<file path="src/rtl/bsg_cache_dma_arbiter.sv">
// bsg_cache_dma_arbiter
//
// Shares one memory DMA channel among num_cache_p cache DMA ports. Packets
// are granted round-robin. The granted port then owns the data channel until
// a full block of block_size_in_words_p words has moved. Only one transaction
// is in flight at a time.
//
// Ports:
//   clk, reset            clock and synchronous active-high reset
//   dma_pkt_i/_v_i        per-cache DMA packets (slice i = port i); MSB is write_not_read
//   dma_pkt_yumi_o        per-cache packet accept
//   dma_data_o/_v_o       read data to caches (broadcast data, one-hot valid)
//   dma_data_ready_i      per-cache ready for read data
//   dma_data_i/_v_i       per-cache write-back data
//   dma_data_yumi_o       per-cache write-back accept
//   mem_dma_pkt_*         packet channel to shared memory
//   mem_dma_data_i/_v_i/_ready_o   read data from memory
//   mem_dma_data_o/_v_o/_yumi_i    write data to memory
//   owner_o               port currently holding the channel (0 when idle)
module bsg_cache_dma_arbiter #(
    parameter int num_cache_p           = 2,
    parameter int addr_width_p          = 30,
    parameter int data_width_p          = 64,
    parameter int block_size_in_words_p = 8
) (
    input  logic                                                           clk,
    input  logic                                                           reset,
    input  logic [num_cache_p*(1+addr_width_p+block_size_in_words_p)-1:0] dma_pkt_i,
    input  logic [num_cache_p-1:0]                                         dma_pkt_v_i,
    output logic [num_cache_p-1:0]                                         dma_pkt_yumi_o,
    output logic [num_cache_p*data_width_p-1:0]                            dma_data_o,
    output logic [num_cache_p-1:0]                                         dma_data_v_o,
    input  logic [num_cache_p-1:0]                                         dma_data_ready_i,
    input  logic [num_cache_p*data_width_p-1:0]                            dma_data_i,
    input  logic [num_cache_p-1:0]                                         dma_data_v_i,
    output logic [num_cache_p-1:0]                                         dma_data_yumi_o,
    output logic [1+addr_width_p+block_size_in_words_p-1:0]               mem_dma_pkt_o,
    output logic                                                           mem_dma_pkt_v_o,
    input  logic                                                           mem_dma_pkt_yumi_i,
    input  logic [data_width_p-1:0]                                        mem_dma_data_i,
    input  logic                                                           mem_dma_data_v_i,
    output logic                                                           mem_dma_data_ready_o,
    output logic [data_width_p-1:0]                                        mem_dma_data_o,
    output logic                                                           mem_dma_data_v_o,
    input  logic                                                           mem_dma_data_yumi_i,
    output logic [$clog2(num_cache_p)-1:0]                                 owner_o
);

    localparam int dma_pkt_width_lp = 1 + addr_width_p + block_size_in_words_p;
    localparam int lg_num_cache_lp  = $clog2(num_cache_p);
    localparam int lg_block_lp      = $clog2(block_size_in_words_p);

    typedef enum logic [1:0] {
        eIdle,
        eReadData,
        eWriteData
    } state_e;

    state_e                     state_q, state_d;
    logic [lg_num_cache_lp-1:0] rr_q, rr_d;
    logic [lg_num_cache_lp-1:0] owner_q, owner_d;
    logic [lg_block_lp-1:0]     count_q, count_d;

    logic [lg_num_cache_lp-1:0]  winner, winner_next;
    logic [lg_num_cache_lp-1:0]  idx_hi, idx_lo;
    logic                        found_hi;
    logic                        any_pkt_v;
    logic [dma_pkt_width_lp-1:0] winner_pkt;
    logic                        pkt_hs;
    logic                        read_xfer;
    logic                        write_xfer;
    logic                        last_word;

    // Round-robin pick: the lowest valid port at or above rr_q wins; if none
    // exists the search wraps, so the lowest valid port overall wins.
    always_comb begin
        found_hi = 1'b0;
        idx_hi   = '0;
        idx_lo   = '0;
        for (int j = num_cache_p - 1; j >= 0; j--) begin
            if (dma_pkt_v_i[j]) begin
                idx_lo = j[lg_num_cache_lp-1:0];
                if (j >= int'(rr_q)) begin
                    found_hi = 1'b1;
                    idx_hi   = j[lg_num_cache_lp-1:0];
                end
            end
        end
        winner      = found_hi ? idx_hi : idx_lo;
        winner_next = (int'(winner) == num_cache_p - 1) ? '0 : winner + 1'b1;
    end

    assign any_pkt_v  = |dma_pkt_v_i;
    assign winner_pkt = dma_pkt_i[winner*dma_pkt_width_lp +: dma_pkt_width_lp];
    assign pkt_hs     = (state_q == eIdle) && any_pkt_v && mem_dma_pkt_yumi_i;
    assign read_xfer  = mem_dma_data_v_i && dma_data_ready_i[owner_q];
    assign write_xfer = dma_data_v_i[owner_q] && mem_dma_data_yumi_i;
    // The block size is a power of two, so the final word is the all-ones count.
    assign last_word  = &count_q;

    assign mem_dma_pkt_o  = winner_pkt;
    assign mem_dma_data_o = dma_data_i[owner_q*data_width_p +: data_width_p];
    assign dma_data_o     = {num_cache_p{mem_dma_data_i}};

    // State register; reset abandons any transaction in progress.
    always_ff @(posedge clk) begin
        if (reset) begin
            state_q <= eIdle;
            rr_q    <= '0;
            owner_q <= '0;
            count_q <= '0;
        end else begin
            state_q <= state_d;
            rr_q    <= rr_d;
            owner_q <= owner_d;
            count_q <= count_d;
        end
    end

    // Next-state logic: lock the owner on a packet handshake and count words
    // until the final word of the block has moved.
    always_comb begin
        state_d = state_q;
        rr_d    = rr_q;
        owner_d = owner_q;
        count_d = count_q;
        case (state_q)
            eIdle: begin
                if (pkt_hs) begin
                    owner_d = winner;
                    rr_d    = winner_next;
                    count_d = '0;
                    state_d = winner_pkt[dma_pkt_width_lp-1] ? eWriteData : eReadData;
                end
            end
            eReadData: begin
                if (read_xfer) begin
                    count_d = count_q + 1'b1;
                    if (last_word) begin
                        state_d = eIdle;
                    end
                end
            end
            eWriteData: begin
                if (write_xfer) begin
                    count_d = count_q + 1'b1;
                    if (last_word) begin
                        state_d = eIdle;
                    end
                end
            end
            default: state_d = eIdle;
        endcase
    end

    // Handshake outputs are steered only to the owner (or to the winner while
    // idle). All of them are held low during reset, whatever the registered
    // state is.
    always_comb begin
        dma_pkt_yumi_o       = '0;
        mem_dma_pkt_v_o      = 1'b0;
        dma_data_v_o         = '0;
        dma_data_yumi_o      = '0;
        mem_dma_data_ready_o = 1'b0;
        mem_dma_data_v_o     = 1'b0;
        owner_o              = '0;
        if (!reset) begin
            case (state_q)
                eIdle: begin
                    mem_dma_pkt_v_o        = any_pkt_v;
                    dma_pkt_yumi_o[winner] = any_pkt_v && mem_dma_pkt_yumi_i;
                end
                eReadData: begin
                    owner_o               = owner_q;
                    dma_data_v_o[owner_q] = mem_dma_data_v_i;
                    mem_dma_data_ready_o  = dma_data_ready_i[owner_q];
                end
                eWriteData: begin
                    owner_o                  = owner_q;
                    mem_dma_data_v_o         = dma_data_v_i[owner_q];
                    dma_data_yumi_o[owner_q] = write_xfer;
                end
                default: begin
                    owner_o = '0;
                end
            endcase
        end
    end

endmodule

</file>
<file path="config.mk">
export PLATFORM = sky130hd
export DESIGN_NAME = bsg_cache_dma_arbiter
export DESIGN_NICKNAME = d
export VERILOG_FILES = /design/src/rtl/bsg_cache_dma_arbiter.sv
export SDC_FILE = /design/constraint.sdc
export NUM_CORES = 1
export LEC_CHECK = 0
export ABC_AREA = 1
export CAP_MARGIN = 20
export CORE_AREA = 4 4 202 204
export CTS_CLUSTER_SIZE = 8
export DETAILED_ROUTE_END_ITERATION = 7
export DIE_AREA = 0 0 206 208
export GPL_ROUTABILITY_DRIVEN = 0
export GPL_TIMING_DRIVEN = 1
export SYNTH_ARGS = -nofsm -noshare
export SYNTH_HDL_FRONTEND = slang
export SYNTH_SLANG_ARGS = --single-unit
</file>
<file path="constraint.sdc">
create_clock -name clk -period 1.5 [get_ports clk]
set_clock_uncertainty 0.2 [all_clocks]
set_input_delay 0.3 -clock clk [delete_from_list [all_inputs] [get_ports clk]]
set_output_delay 0.3 -clock clk [all_outputs]
set_load 0.1 [all_outputs]
</file>
==> results.tsv <==
metric	value	unit
gr usage total	9.17	%
fin. max-slew vios	0	
Sink Count	7	
Post-Syn Area per Cell	5.06	um2
FF+latch count, synth	7	
Final min period	2.04	ns
failing checks	setup timing	
worst-skew pair later-pin latency	0.23	ns
fmax	491	MHz
Initial Utilization	7.27	%
Post-Route WL	22900	um
Area contributors post-synth	nand2_1 44%, buf_4 34%, dfxtp_1 4.9%	
Synth area leader	nand2_1	
initial antenna violation count	4	
DR WL/cell	16.4	um
DRT iter0 DRCs	81	
Routed Antenna Nets	0	
DIE AREA	0.0428	mm2
Hold WS	0.287	ns
post-DR vias/cell	3.33	
input/output buffers	329	
IO Pins	522	
nature of the critical path startpoint	flip-flop	
vias in the first global route	4947	
nets	1162	
Hold Buf Count CTS	0	
peak supply drop	1.04	mV
synthesized area	0.00286	mm2
Placed Area	0.00972	mm2
commonest non-fill, non-tap cell in the layout	clkdlybuf4s50_1	
register area share after synthesis	4.91	%
Ys Warns	0	
Critical Path AT	1.54	ns
Setup WS post-layout	-0.537	ns
leakage power	5.10	nW
Syn Inst Count	565	
Max Cap Violations	0	
peak fanout along the critical path	7	
DRC	0	
distinct cell type count after synthesis	21	
DP HPWL	15400	um
Tightest Pin Transition	0.324	ns
first-pass GRT wire length	30200	um
post-route cell area	0.0131	mm2
die extent in x	206	um
via count	4657	
synthesized net count	852	
H-tree depth	1	
Required @ worst endpoint	1.00	ns
CP Capture Type	primary output	
fin crit share	136	%
total grt overflow	0	
top cell type's share of synthesized area	43.8	%
area delta synth->final	358	%
status	finished, violations left	
RSZ-0062 raised after global routing	true	
core area	0.0393	mm2
final setup fails	119	
most frequent cells in the layout	209 x clkdlybuf4s50_1, 199 x nand2_8, 152 x buf_12	
detailed-router iteration count before antenna repair	4	
Row Count	73	
Root Buffer	clkbuf_16	
CTS clk-pin slew, worst paths	0.04	ns
Hold/Removal Path Class	reg -> reg	
Pwr Density	1100	mW/mm2
CTS tree	yes	
pre-CTS setup slack	-0.807	ns
CTS Buf Count	3	
Die Y	208	um
critical path class	reg -> out	
relative slew slack	78.2	%
CTS Buffer Depth	2	
largest net degree at the start of global routing	22	
final hold viol count	0	
# diodes	0	
share of layout cells above drive strength 1	68.5	%
synthesized netlist by cell type:
cell      count
nor4_1        2
o21ai_2       1
dfxtp_1       7
a21oi_1       3
buf_4       131
nor2_2        3
nor2_1       20
nand2_1     333
nand2_2       1
a211oi_1      1
nand3_2       1
nor3_1        4
nor2_4        1
clkbuf_1      8
nand3_1       7
a21oi_2       1
o21ai_0       1
inv_2         2
buf_2        13
ha_1          6
inv_1        19
critical path, stage by stage, from the launching register on:
cell,delay [ns]
dfxtp_4,0.36
o21ai_4,0.23
buf_12,0.16
buf_12,0.12
buf_12,0.14
nand2_4,0.07
nand2_8,0.06
buf_12,0.16
sequential cells by signal, indices dropped and copies added (netlist names):
signal and cells:
owner_q 1, rr_q 1, state_q 2, count_q 3
kinds of logic (layout without fill, tap and decap cells):
family | after synthesis | after routing | synth area share (%)
AO/OA/AOI/OAI | 7 | 7 | 1.58
adder cells (fa/ha/maj) | 6 | 6 | 2.63
buffers and inverters | 173 | 482 | 40.5
flip-flops | 7 | 7 | 4.91
AND/OR/NAND/NOR | 372 | 372 | 50.4
path summary, 6_finish.rpt:
check                           startpoint                end  slack, ns  cells past startpoint
worst min-delay path            count_q[2]         count_q[2]       0.29                      2
worst max register to register     owner_q         count_q[1]      -0.25                     11
worst min register to register  count_q[2]         count_q[2]       0.29                      2
worst max-delay path                  rr_q  mem_dma_pkt_o[12]      -0.54                      7
cell type report:
cell class,instances,area (um2)
Clock buffer,4,78.8
Fill cell,3837,26200
Inverter,21,106
Multi-Input combinational cell,385,5690
Sequential cell,7,150
Tap cell,525,657
Timing Repair Buffer,457,6400
power by group:
| part | internal (mW) | leakage (nW) | switching, mW |
|---|---|---|---|
| combinational | 5.76 | 5.00 | 7.85 |
| sequential | 0.271 | 0.0598 | 0.0740 |
| clock | 0.354 | 0.0382 | 0.105 |
| total | 6.39 | 5.10 | 8.03 |
timing repair:
action	4_1_cts	5_1_grt
resized for setup	234	282
setup endpoints to repair	120	119
pin swaps	24	59
buffers inserted	33	26
gates cloned	15	6
metrics by stage:
stage                     cells  total power, mW  setup TNS, ns  utilization, %
after floorplan             565             8.49         -14.91               -
final                      1399             14.4         -50.61            33.3
after global placement     1340             10.6         -53.25            24.8
after CTS                  1386             13.0         -54.38            29.2
after global routing       1399             15.0         -56.31            33.3
after detailed placement   1340             10.7         -52.94            24.8
routing by layer:
metal | GRT usage (%) | up-vias | wire length [um]
met5 | 0.576 | - | 35
met1 | 10.2 | 2128 | 7990
met3 | 3.94 | 26 | 2560
li1 | - | 2194 | -
met4 | 1.45 | 6 | 274
met2 | 16.4 | 303 | 12000
Power figures use the tool's default switching activity.
